<file path="src/rtl/router_pkg.sv">
// Shared widths, FSM state type and header packing for the router packet transmitter.
package router_pkg;

  localparam int unsigned ADDR_W = 2;
  localparam int unsigned LEN_W  = 6;
  localparam int unsigned DATA_W = 8;
  localparam logic [ADDR_W-1:0] ILLEGAL_ADDR = 2'b11;

  typedef enum logic [2:0] {
    TX_IDLE,
    TX_LOAD,
    TX_HEADER,
    TX_PAYLOAD,
    TX_PARITY
  } tx_state_t;

  function automatic logic [DATA_W-1:0] pack_hdr(input logic [LEN_W-1:0]  len,
                                                 input logic [ADDR_W-1:0] addr);
    return {len, addr};
  endfunction

endpackage

</file>
<file path="src/rtl/router_tx_buf.sv">
// Payload buffer: MAX_LEN x 8 register array, synchronous write, asynchronous read.
module router_tx_buf
  import router_pkg::*;
#(
  parameter int unsigned MAX_LEN = 63
) (
  input  logic              clock,
  input  logic              wr_en,
  input  logic [LEN_W-1:0]  wr_idx,
  input  logic [DATA_W-1:0] wr_data,
  input  logic [LEN_W-1:0]  rd,
  output logic [DATA_W-1:0] rd_data
);

  logic [DATA_W-1:0] mem [MAX_LEN];

  always_ff @(posedge clock) begin
    if (wr_en) mem[wr_idx] <= wr_data;
  end

  assign rd_data = mem[rd];

endmodule

</file>
<file path="src/rtl/router_pkt_tx.sv">
// Router input-port packet transmitter: buffers a payload, then emits header/payload/parity.
// Optional ROUTER_TX_CORRUPT_EN adds corrupt_parity to emit an inverted parity byte.
module router_pkt_tx
  import router_pkg::*;
#(
  parameter int unsigned MAX_LEN = 63
) (
  input  logic              clock,
  input  logic              reset,
  input  logic              start,
  input  logic [ADDR_W-1:0] dest_addr,
  input  logic [LEN_W-1:0]  pay_len,
  output logic              ready,
  input  logic [DATA_W-1:0] pay_data,
  input  logic              pay_valid,
  output logic              pay_ready,
  input  logic              busy,
  output logic              pkt_valid,
  output logic [DATA_W-1:0] data_out,
  output logic              done,
  output logic              err_cmd
`ifdef ROUTER_TX_CORRUPT_EN
  ,
  input  logic              corrupt_parity
`endif
);

  localparam logic [LEN_W-1:0] MAX_LEN_L = LEN_W'(MAX_LEN);
  localparam logic [LEN_W-1:0] ONE       = LEN_W'(1);

  tx_state_t         state_q, state_d;
  logic [DATA_W-1:0] hdr_q, parity_q, parity_out, buf_rd_data;
  logic [LEN_W-1:0]  wr_q, rd_q, last_idx;
  logic              done_q, err_q;
  logic              cmd_legal, cmd_accept, buf_wr_en;

  assign cmd_legal  = (dest_addr != ILLEGAL_ADDR) && (pay_len != '0) && (pay_len <= MAX_LEN_L);
  assign cmd_accept = (state_q == TX_IDLE) && start && cmd_legal;
  assign last_idx   = hdr_q[DATA_W-1:ADDR_W] - ONE;
  assign buf_wr_en  = (state_q == TX_LOAD) && pay_valid;

  router_tx_buf #(.MAX_LEN(MAX_LEN)) u_buf (
    .clock   (clock),
    .wr_en   (buf_wr_en),
    .wr_idx  (wr_q),
    .wr_data (pay_data),
    .rd      (rd_q),
    .rd_data (buf_rd_data)
  );

`ifdef ROUTER_TX_CORRUPT_EN
  logic corrupt_q;

  always_ff @(posedge clock) begin
    if (reset)           corrupt_q <= 1'b0;
    else if (cmd_accept) corrupt_q <= corrupt_parity;
  end

  assign parity_out = corrupt_q ? ~parity_q : parity_q;
`else
  assign parity_out = parity_q;
`endif

  always_ff @(posedge clock) begin
    if (reset) begin
      state_q  <= TX_IDLE;
      hdr_q    <= '0;
      parity_q <= '0;
      wr_q     <= '0;
      rd_q     <= '0;
      done_q   <= 1'b0;
      err_q    <= 1'b0;
    end else begin
      state_q <= state_d;
      done_q  <= (state_q == TX_PARITY) && !busy;
      err_q   <= (state_q == TX_IDLE) && start && !cmd_legal;
      unique case (state_q)
        TX_IDLE: if (cmd_accept) begin
          hdr_q    <= pack_hdr(pay_len, dest_addr);
          parity_q <= pack_hdr(pay_len, dest_addr);
          wr_q     <= '0;
          rd_q     <= '0;
        end
        TX_LOAD: if (pay_valid) begin
          parity_q <= parity_q ^ pay_data;
          wr_q     <= wr_q + ONE;
        end
        TX_PAYLOAD: if (!busy) rd_q <= rd_q + ONE;
        default: ;
      endcase
    end
  end

  // Outputs decode only from registered state, so no input reaches them combinationally.
  always_comb begin
    state_d   = state_q;
    ready     = 1'b0;
    pay_ready = 1'b0;
    pkt_valid = 1'b0;
    data_out  = '0;
    unique case (state_q)
      TX_IDLE: begin
        ready = 1'b1;
        if (cmd_accept) state_d = TX_LOAD;
      end
      TX_LOAD: begin
        pay_ready = 1'b1;
        if (pay_valid && (wr_q == last_idx)) state_d = TX_HEADER;
      end
      TX_HEADER: begin
        pkt_valid = 1'b1;
        data_out  = hdr_q;
        if (!busy) state_d = TX_PAYLOAD;
      end
      TX_PAYLOAD: begin
        pkt_valid = 1'b1;
        data_out  = buf_rd_data;
        if (!busy && (rd_q == last_idx)) state_d = TX_PARITY;
      end
      TX_PARITY: begin
        data_out = parity_out;
        if (!busy) state_d = TX_IDLE;
      end
      default: state_d = TX_IDLE;
    endcase
  end

  assign done    = done_q;
  assign err_cmd = err_q;

endmodule

</file>
<file path="config.mk">
export PLATFORM = sky130hd
export DESIGN_NAME = router_pkt_tx
export DESIGN_NICKNAME = d
export VERILOG_FILES = /design/src/rtl/router_pkg.sv /design/src/rtl/router_tx_buf.sv /design/src/rtl/router_pkt_tx.sv
export SDC_FILE = /design/constraint.sdc
export NUM_CORES = 1
export LEC_CHECK = 0
export ABC_AREA = 1
export CAP_MARGIN = 25
export CORE_UTILIZATION = 55
export DETAILED_ROUTE_END_ITERATION = 10
export PLACE_DENSITY = 0.76
export SYNTH_ARGS = -nofsm -noshare
export SYNTH_HDL_FRONTEND = slang
export SYNTH_SLANG_ARGS = --single-unit
</file>
<file path="constraint.sdc">
create_clock -name clock -period 3.7 [get_ports clock]
set_input_delay 0.37 -clock clock [delete_from_list [all_inputs] [get_ports clock]]
set_output_delay 0.37 -clock clock [all_outputs]
set_load 0.005 [all_outputs]
</file>
==> results of run 1 <==
timing repair:
| item | in CTS | in global routing |
|---|---|---|
| endpoints found under the setup margin | 2 | 8 |
| pin swaps | 0 | 0 |
| gates resized for setup | 1 | 11 |
| hold buffers | 0 | 0 |
| cloned | 0 | 3 |
| buffers inserted | 0 | 1 |
flip-flops by register name, summed over array words and instances, names as in the netlist, named ones only:
signal / cells
u_buf.mem: 504
hdr_q: 8
parity_out: 8
rd_q: 6
wr_q: 6
state_q: 3
done: 1
err_cmd: 1
final timing paths:
path                                          to  slack, ns  cells after the start
worst min register to register     parity_out[7]       0.48                      2
worst min-delay path            u_buf.mem[18][6]       0.14                      1
worst max-delay path                 data_out[0]       0.14                     12
worst max register to register  u_buf.mem[46][3]       0.69                      5
through the flow:
stage,hold WS (ns),cell area (um^2),setup slack [ns]
after floorplan,0.439,22900,1.78
after global placement,0.466,23900,0.549
after detailed placement,0.471,23900,0.546
after CTS,0.134,25600,0.00421
after global routing,0.140,25700,0.00694
final,0.142,25700,0.137
layout by cell type, fill, tap and decap left out, types with 2 or more instances in the layout:
cell type          n
buf_2              8
o21ai_2            9
o211ai_1           9
buf_12             5
inv_2              8
ha_1               3
nand3_1          402
clkbuf_1          12
o22ai_1            6
nor3_1             3
nor2_1           113
edfxtp_1         504
inv_1             52
nor2_4             2
clkinv_2           4
a21oi_2            9
nand2_1          669
clkdlybuf4s50_1   25
clkinv_1          15
o31ai_1           10
clkbuf_8           2
o21ai_1           14
nor2_2             3
buf_16             3
clkbuf_16         54
nand4_1            8
buf_4             72
nor3b_1            2
xor2_1             6
o21ai_0           20
o31ai_2            2
nand2_2            4
buf_6              2
dfxtp_4            2
dfxtp_1           36
a21oi_1           51
clkinv_8           2
bufinv_16          5
area by class of cell:
| cell class | count | area (um^2) | share of cell area, % |
|---|---|---|---|
| clock buffer | 65 | 1350 | 5.25 |
| timing repair buffer | 118 | 1110 | 4.32 |
| sequential | 543 | 15900 | 62.0 |
| multi-input combinational | 1357 | 6110 | 23.8 |
| inverter | 64 | 269 | 1.05 |
| tap | 532 | 666 | 2.59 |
| clock inverter | 26 | 264 | 1.03 |
worst max-delay path, stage by stage (launching register included):
cell             delay [ns]
dfxtp_4                0.45
buf_4                  0.41
nand2_1                0.11
nand3_1                0.12
nand3_1                0.08
nand2_1                0.11
nand2_1                0.11
nand3_1                0.16
nand3_1                0.09
nand2_1                0.22
nand2_1                0.10
nand2_1                0.08
clkdlybuf4s50_1        0.51
cells by family after synthesis:
kind of cell / after synthesis
XOR/XNOR: 7
AND/OR/NAND/NOR: 1214
buffers and inverters: 178
AO/OA/AOI/OAI: 133
adder cells (fa/ha/maj): 3
flip-flops: 543
per-layer routing:
metal | wire length [um] | vias to the layer above | share of wire (%)
met4 | 2370 | 0 | 4.0
li1 | - | 7358 | -
met3 | 6390 | 149 | 11
met5 | 0 | - | 0
met1 | 22200 | 7711 | 38
met2 | 27800 | 949 | 47
power by group through the flow:
stage / sequential (W) / clock (W) / combinational, W
global route: 0.00698 / 0.00538 / 0.00568
detailed placement: 0.00708 / 0 / 0.00491
finish: 0.00697 / 0.00514 / 0.00520
global placement: 0.00707 / 0 / 0.00481
floorplan: 0.00703 / 0 / 0.00355
CTS: 0.00695 / 0.00516 / 0.00496
==> results.py, run 1 <==
metrics = {
    "cts": {
        "clk_pin_slew_ns": 0.06,
        "htree_levels": 2,
        "cts-buffers-inserted": 51,
        "clockBufferDepth": 3,
        "clk_latency_ns": 0.61,
        "cts_root_buffer": "clkbuf_16",
        "cts_tree": "done",
        "cts_num_sinks": 543,
    },
    "logic_synthesis": {
        "synth_top_area_share_pct": 66.1,
        "synth-seq-cells": 543,
        "syn_avg_cell_area_um2": 11.0,
        "synthCells": 2078,
        "synth_top_flop_cell": "edfxtp_1",
        "synth-edff-count": 504,
        "synth_most_common_cell": "nand2_1",
        "synth_nets": 2102,
        "ys_async_sr_fraction_pct": 0,
        "synth-adder-area-share_pct": 0.164,
        "synth_top_family_by_area": "simple AND/OR/NAND/NOR gates",
        "synthDominantAreaCellType": "edfxtp_1",
        "ys_seq_area_share_pct": 69.5,
        "syn_area_mm2": 0.0229,
        "synth-simple-area-share_pct": 22.6,
        "ys_types": 43,
        "synth_compound_area_share_pct": 3.50,
        "yosys.area_share.xor_xnor_pct": 0.328,
        "synth_area_leaders": "edfxtp_1 (66%), nand2_1 (11%), nand3_1 (8.8%), dfxtp_1 (3.4%), nor2_1 (1.9%)",
        "yosys_warnings": 0,
        "synth.area.mux_share_pct": 0,
        "synthTopCellsByCount": "nand2_1 (669), edfxtp_1 (504), nand3_1 (402)",
    },
    "min_path": {
        "min_from": "pay_data[6]",
        "min_path_type": "in2reg",
    },
    "global_routing": {
        "antenna_found_initial": 0,
        "grt_pass1_vias": 15500,
        "met3_usage_pct": 6.23,
        "grt_pass1_wl_um": 87800,
        "grtUsageTotal_pct": 27.8,
        "gr-total-overflow": 0,
        "grt.met1_usage_pct": 37.1,
        "grt_util_met2_pct": 44.1,
        "grt_max_degree": 81,
        "busiest_layer": "met2",
    },
    "power_and_ir_drop": {
        "total_leakage_power_nw": 9.30,
        "pwr-share-comb_pct": 30.1,
        "seqPwrFrac_pct": 40.2,
        "vdd_ir_drop_max_uv": 440,
        "internal_power_w": 0.0113,
        "finalPower_w": 0.0173,
        "p_sw_w": 0.00596,
        "p_clk_share_pct": 29.7,
        "swShare_pct": 34.4,
        "power_density_mw_per_mm2": 674,
    },
    "floorplan": {
        "die_w_um": 206,
        "ios": 34,
        "rows": 74,
        "core_area_mm2": 0.0409,
        "initial_core_util_pct": 56.0,
        "dieArea_mm2": 0.0425,
        "fp.dieH_um": 206,
    },
    "drt": {
        "vias_per_cell": 5.98,
        "drc": 0,
        "routed_wl_um": 58700,
        "wl_per_cell_um": 21.7,
        "first_pass_iters": 6,
        "postRouteAntennaNets": 0,
        "drt_iter0_drc": 1951,
        "vias": 16200,
    },
    "sta": {
        "tightest_slew_ns": 1.07,
        "post-route-period-util_pct": 96.3,
        "fin_skew_ns": 0.0182,
        "finalSetupTns_ns": 0,
        "setup_viol": 0,
        "clock.fmax_ghz": 0.281,
        "rsz0062_at_grt": "false",
        "drv_slew": 0,
        "hold_viol": 0,
        "fin_crit_ns": 3.56,
        "slew_headroom_pct": 28.8,
    },
    "critical_path": {
        "path_class": "reg2out",
        "cp.required_ns": 3.33,
        "cp-start-kind": "flop",
        "worstSetupEndpointType": "output pin",
        "cp.arrival_ns": 3.19,
        "crit_fanout": 36,
        "r2r-start": "state_q[1]",
    },
    "placement": {
        "dp_cells": 2610,
        "place_hpwl_um": 34800,
        "io_buffers": 33,
        "place_congestion": 0.937,
    },
    "layout": {
        "final_cells": 2705,
        "synthToLayoutAreaGrowth_pct": 12.2,
        "num_antenna_cells": 0,
        "final_nets": 2159,
        "fill_cells": 3112,
        "drive_gt1_share_pct": 9.53,
        "fin_util_pct": 62.8,
    },
    "outcome": {
        "outcome": "completed",
    },
    "job": {
        "cap_viol_max_count": 0,
    },
}
(Power assumes the default switching activity.)
==> run 2: changes to the inputs <==
--- a/config.mk
+++ b/config.mk
@@ -5,11 +5,11 @@
 export SDC_FILE = /design/constraint.sdc
 export NUM_CORES = 1
 export LEC_CHECK = 0
-export ABC_AREA = 1
 export CAP_MARGIN = 25
 export CORE_UTILIZATION = 55
 export DETAILED_ROUTE_END_ITERATION = 10
 export PLACE_DENSITY = 0.76
+export SKIP_LAST_GASP = 1
 export SYNTH_ARGS = -nofsm -noshare
 export SYNTH_HDL_FRONTEND = slang
 export SYNTH_SLANG_ARGS = --single-unit
==> run 2 against run 1 <==
Against the previous run: fmax down 1.7%; cell count down 31%; global-route usage down 2.8 points; register-to-register slack about the same; critical path depth down 5; total power down 27%; largest power group unchanged; area after synthesis down 5.2%; flip-flop and latch count unchanged; synthesized cell count down 43%.
==> results.py, run 2 <==
metrics = {
    "outcome": {
        "outcome": "completed",
    },
    "sta": {
        "fin_skew_ns": 0.0228,
        "drv_slew": 0,
        "rsz0062_at_grt": "true",
        "post-route-period-util_pct": 98.0,
        "tightest_slew_ns": 0.846,
        "slew_headroom_pct": 43.4,
        "hold_viol": 0,
        "fin_crit_ns": 3.63,
        "clock.fmax_ghz": 0.276,
        "setup_viol": 0,
    },
    "logic_synthesis": {
        "ys_types": 59,
        "syn_avg_cell_area_um2": 18.3,
        "synth_area_leaders": "edfxtp_1 (70%), mux4_2 (12%), dfxtp_1 (3.6%), nor2_1 (2.0%), a22oi_1 (0.86%)",
        "synth_top_flop_cell": "edfxtp_1",
        "syn_area_mm2": 0.0217,
        "yosys.area_share.xor_xnor_pct": 1.10,
        "synth_top_area_share_pct": 69.7,
        "synthDominantAreaCellType": "edfxtp_1",
        "synth-simple-area-share_pct": 5.05,
        "synthTopCellsByCount": "edfxtp_1 (504), mux4_2 (120), nor2_1 (117)",
        "yosys_warnings": 0,
        "synth.area.mux_share_pct": 13.3,
        "ys_seq_area_share_pct": 73.3,
        "synth_top_family_by_area": "multiplexers",
        "synthCells": 1186,
        "ys_async_sr_fraction_pct": 0,
        "synth-edff-count": 504,
        "synth_most_common_cell": "edfxtp_1",
        "synth-seq-cells": 543,
        "synth_nets": 1210,
        "synth-adder-area-share_pct": 0.173,
        "synth_compound_area_share_pct": 5.23,
    },
    "layout": {
        "fill_cells": 2542,
        "final_common_cell": "edfxtp_1",
        "fin_util_pct": 64.0,
        "regMostFlops": "u_buf.mem",
        "synthToLayoutAreaGrowth_pct": 14.5,
        "multi_input_area_mm2": 0.00548,
        "drive_gt1_share_pct": 25.3,
        "final_cell_area_mm2": 0.0249,
        "mostFrequentLayoutCells": "edfxtp_1 (504), mux4_2 (120), nor2_1 (117), buf_4 (85), clkbuf_16 (52)",
        "num_antenna_cells": 0,
        "final_nets": 1321,
        "largest_reg_flops": 504,
        "ff_latch_area_mm2": 0.0159,
    },
    "floorplan": {
        "initial_core_util_pct": 55.9,
        "die_w_um": 201,
        "rows": 72,
        "fp.dieH_um": 201,
        "dieArea_mm2": 0.0403,
        "ios": 34,
        "core_area_mm2": 0.0388,
    },
    "cts": {
        "htree_levels": 2,
        "clockBufferDepth": 3,
        "cts_root_buffer": "clkbuf_16",
        "cts_num_sinks": 543,
        "cts_tree": "done",
        "cts-buffers-inserted": 52,
        "clk_latency_ns": 0.61,
        "cts_hold_buf": 0,
        "clk_pin_slew_ns": 0.07,
    },
    "drt": {
        "first_pass_iters": 6,
        "postRouteAntennaNets": 0,
        "vias": 11700,
        "vias_per_cell": 6.29,
        "drc": 0,
        "wl_per_cell_um": 26.2,
        "drt_iter0_drc": 1387,
        "routed_wl_um": 48700,
    },
    "power_and_ir_drop": {
        "power_density_mw_per_mm2": 510,
        "total_leakage_power_nw": 7.72,
        "vdd_ir_drop_max_uv": 454,
    },
    "min_path": {
        "min_from": "pay_data[3]",
        "min_to": "u_buf.mem[5][3]",
        "hold_depth": 1,
        "min_path_type": "in2reg",
    },
    "critical_path": {
        "worstRegToRegCells": 6,
        "cp-start-kind": "flop",
        "worstSetupEndpointType": "output pin",
        "cp.required_ns": 3.33,
        "path_class": "reg2out",
        "r2r-start": "state_q[0]",
        "ff2ff_setup_slack_ns": 0.70,
        "r2r_end": "u_buf.mem[35][1]",
        "cp.arrival_ns": 3.26,
        "crit_fanout": 7,
    },
    "global_routing": {
        "antenna_found_initial": 0,
        "grtUsageTotal_pct": 24.9,
        "grt_max_degree": 54,
        "grt_pass1_vias": 11600,
        "gr-total-overflow": 0,
        "grt_pass1_wl_um": 73200,
    },
    "placement": {
        "place_congestion": 0.823,
        "place_hpwl_um": 30400,
        "io_buffers": 33,
        "dpl-instance-area_mm2": 0.0231,
    },
    "job": {
        "cap_viol_max_count": 0,
    },
}
## run 2: where the power goes
| part | internal (W) | switching, W | total [W] |
|---|---|---|---|
| logic | 0.000404 | 0.000492 | 0.000895 |
| registers | 0.00674 | 0.0000438 | 0.00678 |
| clock network | 0.00274 | 0.00225 | 0.00499 |
## run 2: area by class of cell
cell class	instances	share of cell area (%)
inverter	20	0.317
sequential	543	64.1
clock inverter	35	1.06
clock buffer	62	5.39
timing repair buffer	130	4.53
multi-input combinational	550	22.0
tap	518	2.61
## run 2: logic make-up after synthesis
group	after synthesis
XOR/XNOR	24
buffers and inverters	93
flip-flops	543
AND/OR/NAND/NOR	230
adder cells (fa/ha/maj)	3
multiplexers	138
AO/OA/AOI/OAI	155
## run 2: worst max-delay path, cell delays in order, from the launching register on
cell and delay (ns):
dfxtp_4 0.45, buf_12 0.16, mux4_2 0.51, a22oi_1 0.31, nand2_1 0.13, a211oi_2 0.44
o211ai_1 0.18, clkdlybuf4s50_1 0.48
## run 2: repair_timing
item,4_1_cts,5_1_grt
buffers inserted,4,0
gates cloned,0,0
endpoints found under the setup margin,8,8
pin swaps,0,3
endpoints found under the hold margin,0,0
resized for setup,8,14
## run 2: per-stage QoR
| step | setup WS (ns) | total power (W) | hold slack (ns) | cells | TNS, ns |
|---|---|---|---|---|---|
| floorplan | 1.33 | 0.00746 | 0.437 | 1186 | 0 |
| global placement | 0.385 | 0.00775 | 0.451 | 1756 | 0 |
| detailed placement | 0.371 | 0.00777 | 0.455 | 1756 | 0 |
| CTS | 0.00300 | 0.0127 | 0.175 | 1857 | 0 |
| global route | -0.0158 | 0.0130 | 0.191 | 1858 | -0.0328 |
| finish | 0.0747 | 0.0127 | 0.182 | 1858 | 0 |
## run 2: metal layers
| metal | track usage [%] | part of all wire, % | up-vias |
|---|---|---|---|
| met5 | 0 | 0 | - |
| met4 | 10.3 | 3.6 | 0 |
| met3 | 3.91 | 7.3 | 108 |
| met2 | 40.0 | 49 | 572 |
| met1 | 34.5 | 40 | 6004 |
| li1 | - | - | 5004 |
## run 2: worst max-delay path by stage
| stage | from | cells after the start | slack [ns] | endpoint |
|---|---|---|---|---|
| 2_1_floorplan | state_q[0] | 6 | 1.33 | u_buf.mem[40][0] |
| 3_5_place_dp | flop | 7 | 0.37 | data_out[6] |
| 5_1_grt | flop | 7 | -0.02 | data_out[6] |
| 4_1_cts | flop | 8 | 0.003 | data_out[2] |
| 6_report | flop | 7 | 0.07 | data_out[6] |
| 3_3_place_gp | flop | 7 | 0.39 | data_out[7] |
==> run 3: changes to the inputs <==
--- a/config.mk
+++ b/config.mk
@@ -8,8 +8,10 @@
 export CAP_MARGIN = 25
 export CORE_UTILIZATION = 55
 export DETAILED_ROUTE_END_ITERATION = 10
-export PLACE_DENSITY = 0.76
+export PLACE_DENSITY_LB_ADDON = 0.05
 export SKIP_LAST_GASP = 1
+export SLEW_MARGIN = 20
 export SYNTH_ARGS = -nofsm -noshare
 export SYNTH_HDL_FRONTEND = slang
+export SYNTH_HIERARCHICAL = 1
 export SYNTH_SLANG_ARGS = --single-unit
==> run 3 against run 2 <==
Against the previous run: hold slack worse by 0.015 ns; critical path depth rose by 4; combinational power increased by 7.0%; largest cell class unchanged; die area fell by 0.15%; core utilization is 1.8 points higher; area after synthesis is 0.16% lower; via count up 0.51%; sequential share of layout area decreased by 2.0 points; highest routed layer unchanged; register-to-register slack about the same; the flow now finishes with violations (setup timing); cell area grew 2.5%.
==> results.py, run 3 <==
metrics = {
    "floorplan": {
        "fp.dieH_um": 201,
        "rows": 72,
        "die_w_um": 201,
        "ios": 34,
        "initial_core_util_pct": 55.9,
        "core_area_mm2": 0.0387,
        "dieArea_mm2": 0.0402,
    },
    "global_routing": {
        "grt_pass1_wl_um": 77000,
        "grtUsageTotal_pct": 26.4,
        "antenna_found_initial": 1,
        "grt_pass1_vias": 11800,
        "gr-total-overflow": 0,
        "grt_max_degree": 66,
    },
    "placement": {
        "dp_cells": 1793,
        "dpl-instance-area_mm2": 0.0232,
        "place_congestion": 0.872,
        "io_buffers": 33,
        "place_hpwl_um": 31600,
        "place_ws_ns": 0.285,
    },
    "cts": {
        "clk_pin_slew_ns": 0.06,
        "cts_hold_buf": 0,
        "clk_latency_ns": 0.59,
        "cts_tree": "done",
        "htree_levels": 2,
        "cts_root_buffer": "clkbuf_16",
        "clockBufferDepth": 3,
        "cts-buffers-inserted": 54,
        "cts_num_sinks": 537,
    },
    "logic_synthesis": {
        "synthTopCellsByCount": "edfxtp_1 (504), mux4_2 (115), nor2_1 (105)",
        "yosys_warnings": 6,
        "synth-edff-count": 504,
        "syn_avg_cell_area_um2": 18.2,
        "ys_seq_area_share_pct": 72.9,
        "ys_types": 62,
        "synth-seq-cells": 537,
        "synthDominantAreaCellType": "edfxtp_1",
        "synth_top_area_share_pct": 69.8,
        "ys_async_sr_fraction_pct": 0,
        "synth_most_common_cell": "edfxtp_1",
        "syn_area_mm2": 0.0217,
        "synth_area_leaders": "edfxtp_1 (70%), mux4_2 (12%), dfxtp_1 (3.0%), mux2i_1 (2.0%), nor2_1 (1.8%)",
        "synth_nets": 1217,
        "synth_top_flop_cell": "edfxtp_1",
        "synthCells": 1193,
    },
    "sta": {
        "clock.fmax_ghz": 0.264,
        "slew_headroom_pct": 37.1,
        "post-route-period-util_pct": 102,
        "tightest_slew_ns": 0.942,
        "setup_viol": 2,
        "fin_crit_ns": 3.79,
        "hold_viol": 0,
        "rsz0062_at_grt": "true",
        "fin_skew_ns": 0.0119,
        "fin_ws_ns": -0.0853,
        "drv_slew": 0,
    },
    "layout": {
        "final_nets": 1378,
        "fill_cells": 2705,
        "largest_reg_flops": 504,
        "num_antenna_cells": 0,
        "final_cells": 1915,
        "final_cell_area_mm2": 0.0255,
        "final_common_cell": "edfxtp_1",
        "multi_input_area_mm2": 0.00567,
        "regMostFlops": "u_buf/mem",
        "fin_util_pct": 65.8,
        "mostFrequentLayoutCells": "edfxtp_1 (504), buf_4 (118), mux4_2 (115), nor2_1 (103), clkbuf_16 (55)",
        "synthToLayoutAreaGrowth_pct": 17.6,
        "ff_latch_area_mm2": 0.0158,
        "drive_gt1_share_pct": 28.1,
    },
    "critical_path": {
        "crit_fanout": 13,
        "cp.required_ns": 3.33,
        "r2r-start": "state_q[1]",
        "cp.arrival_ns": 3.42,
        "cp-start-kind": "flop",
        "ff2ff_setup_slack_ns": 0.71,
        "worstSetupEndpointType": "output pin",
        "r2r_end": "u_buf/mem[52][5]",
        "worstRegToRegCells": 8,
        "path_class": "reg2out",
    },
    "min_path": {
        "min_to": "u_buf/mem[32][0]",
        "hold_depth": 1,
        "min_path_type": "in2reg",
        "min_from": "pay_data[0]",
    },
    "drt": {
        "first_pass_iters": 5,
        "postRouteAntennaNets": 0,
        "drc": 0,
        "wl_per_cell_um": 26.8,
        "drt_iter0_drc": 1171,
        "routed_wl_um": 51400,
        "vias_per_cell": 6.13,
        "vias": 11700,
    },
    "outcome": {
        "outcome": "complete, but fails checks",
        "violations": "setup timing",
    },
    "power_and_ir_drop": {
        "vdd_ir_drop_max_uv": 522,
        "total_leakage_power_nw": 8.18,
        "power_density_mw_per_mm2": 505,
    },
    "job": {
        "cap_viol_max_count": 0,
    },
}
==> run 3: changes by cell type after synthesis, moves of 9 or more <==
cell / change
nand2_1: +12
nor3b_1: -11
o21ai_0: +15
o211ai_1: -12
inv_1: -15
buf_2: -12
a22oi_1: -10
a211oi_1: -16
mux2i_1: +33
nand3_1: +17
nand3b_1: +9
nor2_1: -12
==> run 3: layout make-up <==
type	instances	area share [%]
clock buffer	68	5.63
clock inverter	31	0.987
inverter	6	0.0884
multi-input combinational	583	22.2
sequential	537	62.0
tap	518	2.54
timing repair buffer	172	6.48
==> run 3: kinds of logic (layout without fill, tap and decap cells) <==
logic type                 after synthesis  in the layout  synth area share, %
muxes                                  164            164                 14.2
xor gates and xnor gates                23             23                0.929
AOI/OAI and AO/OA                      141            141                 4.54
DFF                                    537            537                 72.9
and+or+nand+nor                        252            252                 5.51
buffers and inverters                   73            277                 1.72
adders and majority gates                3              3                0.173
==> run 3: worst max-delay path, cell delays in order, from the launching register on <==
cell and delay, ns:
dfxtp_4 0.37, buf_4 0.13, buf_12 0.11, buf_16 0.16, mux4_2 0.56, nand3_1 0.14
and3_1 0.18, a31oi_2 0.06, o221a_2 0.33, mux2i_2 0.17, o32ai_1 0.11, clkdlybuf4s50_1 0.47
==> run 3: what timing repair did <==
| action | CTS | global route |
|---|---|---|
| gates cloned | 6 | 0 |
| buffers inserted | 17 | 0 |
| gates resized for setup | 50 | 6 |
| pin swaps | 4 | 5 |
| setup endpoints to repair | 8 | 6 |
==> run 3: how the worst max path moves through the flow <==
stage | startpoint | depth (start not counted) | to | slack [ns]
2_1_floorplan | state_q[1] | 7 | u_buf/mem[34][0] | 1.14
3_3_place_gp | rd_q[2] | 8 | data_out[5] | 0.29
3_5_place_dp | rd_q[2] | 8 | data_out[5] | 0.28
5_1_grt | rd_q[0] | 11 | data_out[7] | -0.18
4_1_cts | rd_q[0] | 10 | data_out[7] | -0.15
6_report | rd_q[0] | 11 | data_out[7] | -0.09
==> run 3: routing by layer <==
metal | track usage [%] | vias up | wire length, um
li1 | - | 5146 | -
met1 | 38.3 | 6153 | 22600
met2 | 41.5 | 380 | 24400
met3 | 5.08 | 69 | 3240
met4 | 6.87 | 0 | 1150
met5 | 0 | - | 0
==> run 3: where the power goes <==
group / switching, W / total, W / internal (W)
Combinational: 0.000495 / 0.000958 / 0.000463
Clock: 0.00220 / 0.00522 / 0.00301
Sequential: 0.0000370 / 0.00670 / 0.00666
Total: 0.00273 / 0.0129 / 0.0101
==> run 3: through the flow <==
| step | power [W] | setup TNS, ns | hold slack [ns] |
|---|---|---|---|
| 2_1_floorplan | 0.00736 | 0 | 0.449 |
| 3_3_place_gp | 0.00764 | 0 | 0.463 |
| 3_5_place_dp | 0.00766 | 0 | 0.477 |
| 4_1_cts | 0.0130 | -0.311 | 0.132 |
| 5_1_grt | 0.0133 | -0.370 | 0.147 |
| 6_report | 0.0129 | -0.142 | 0.168 |
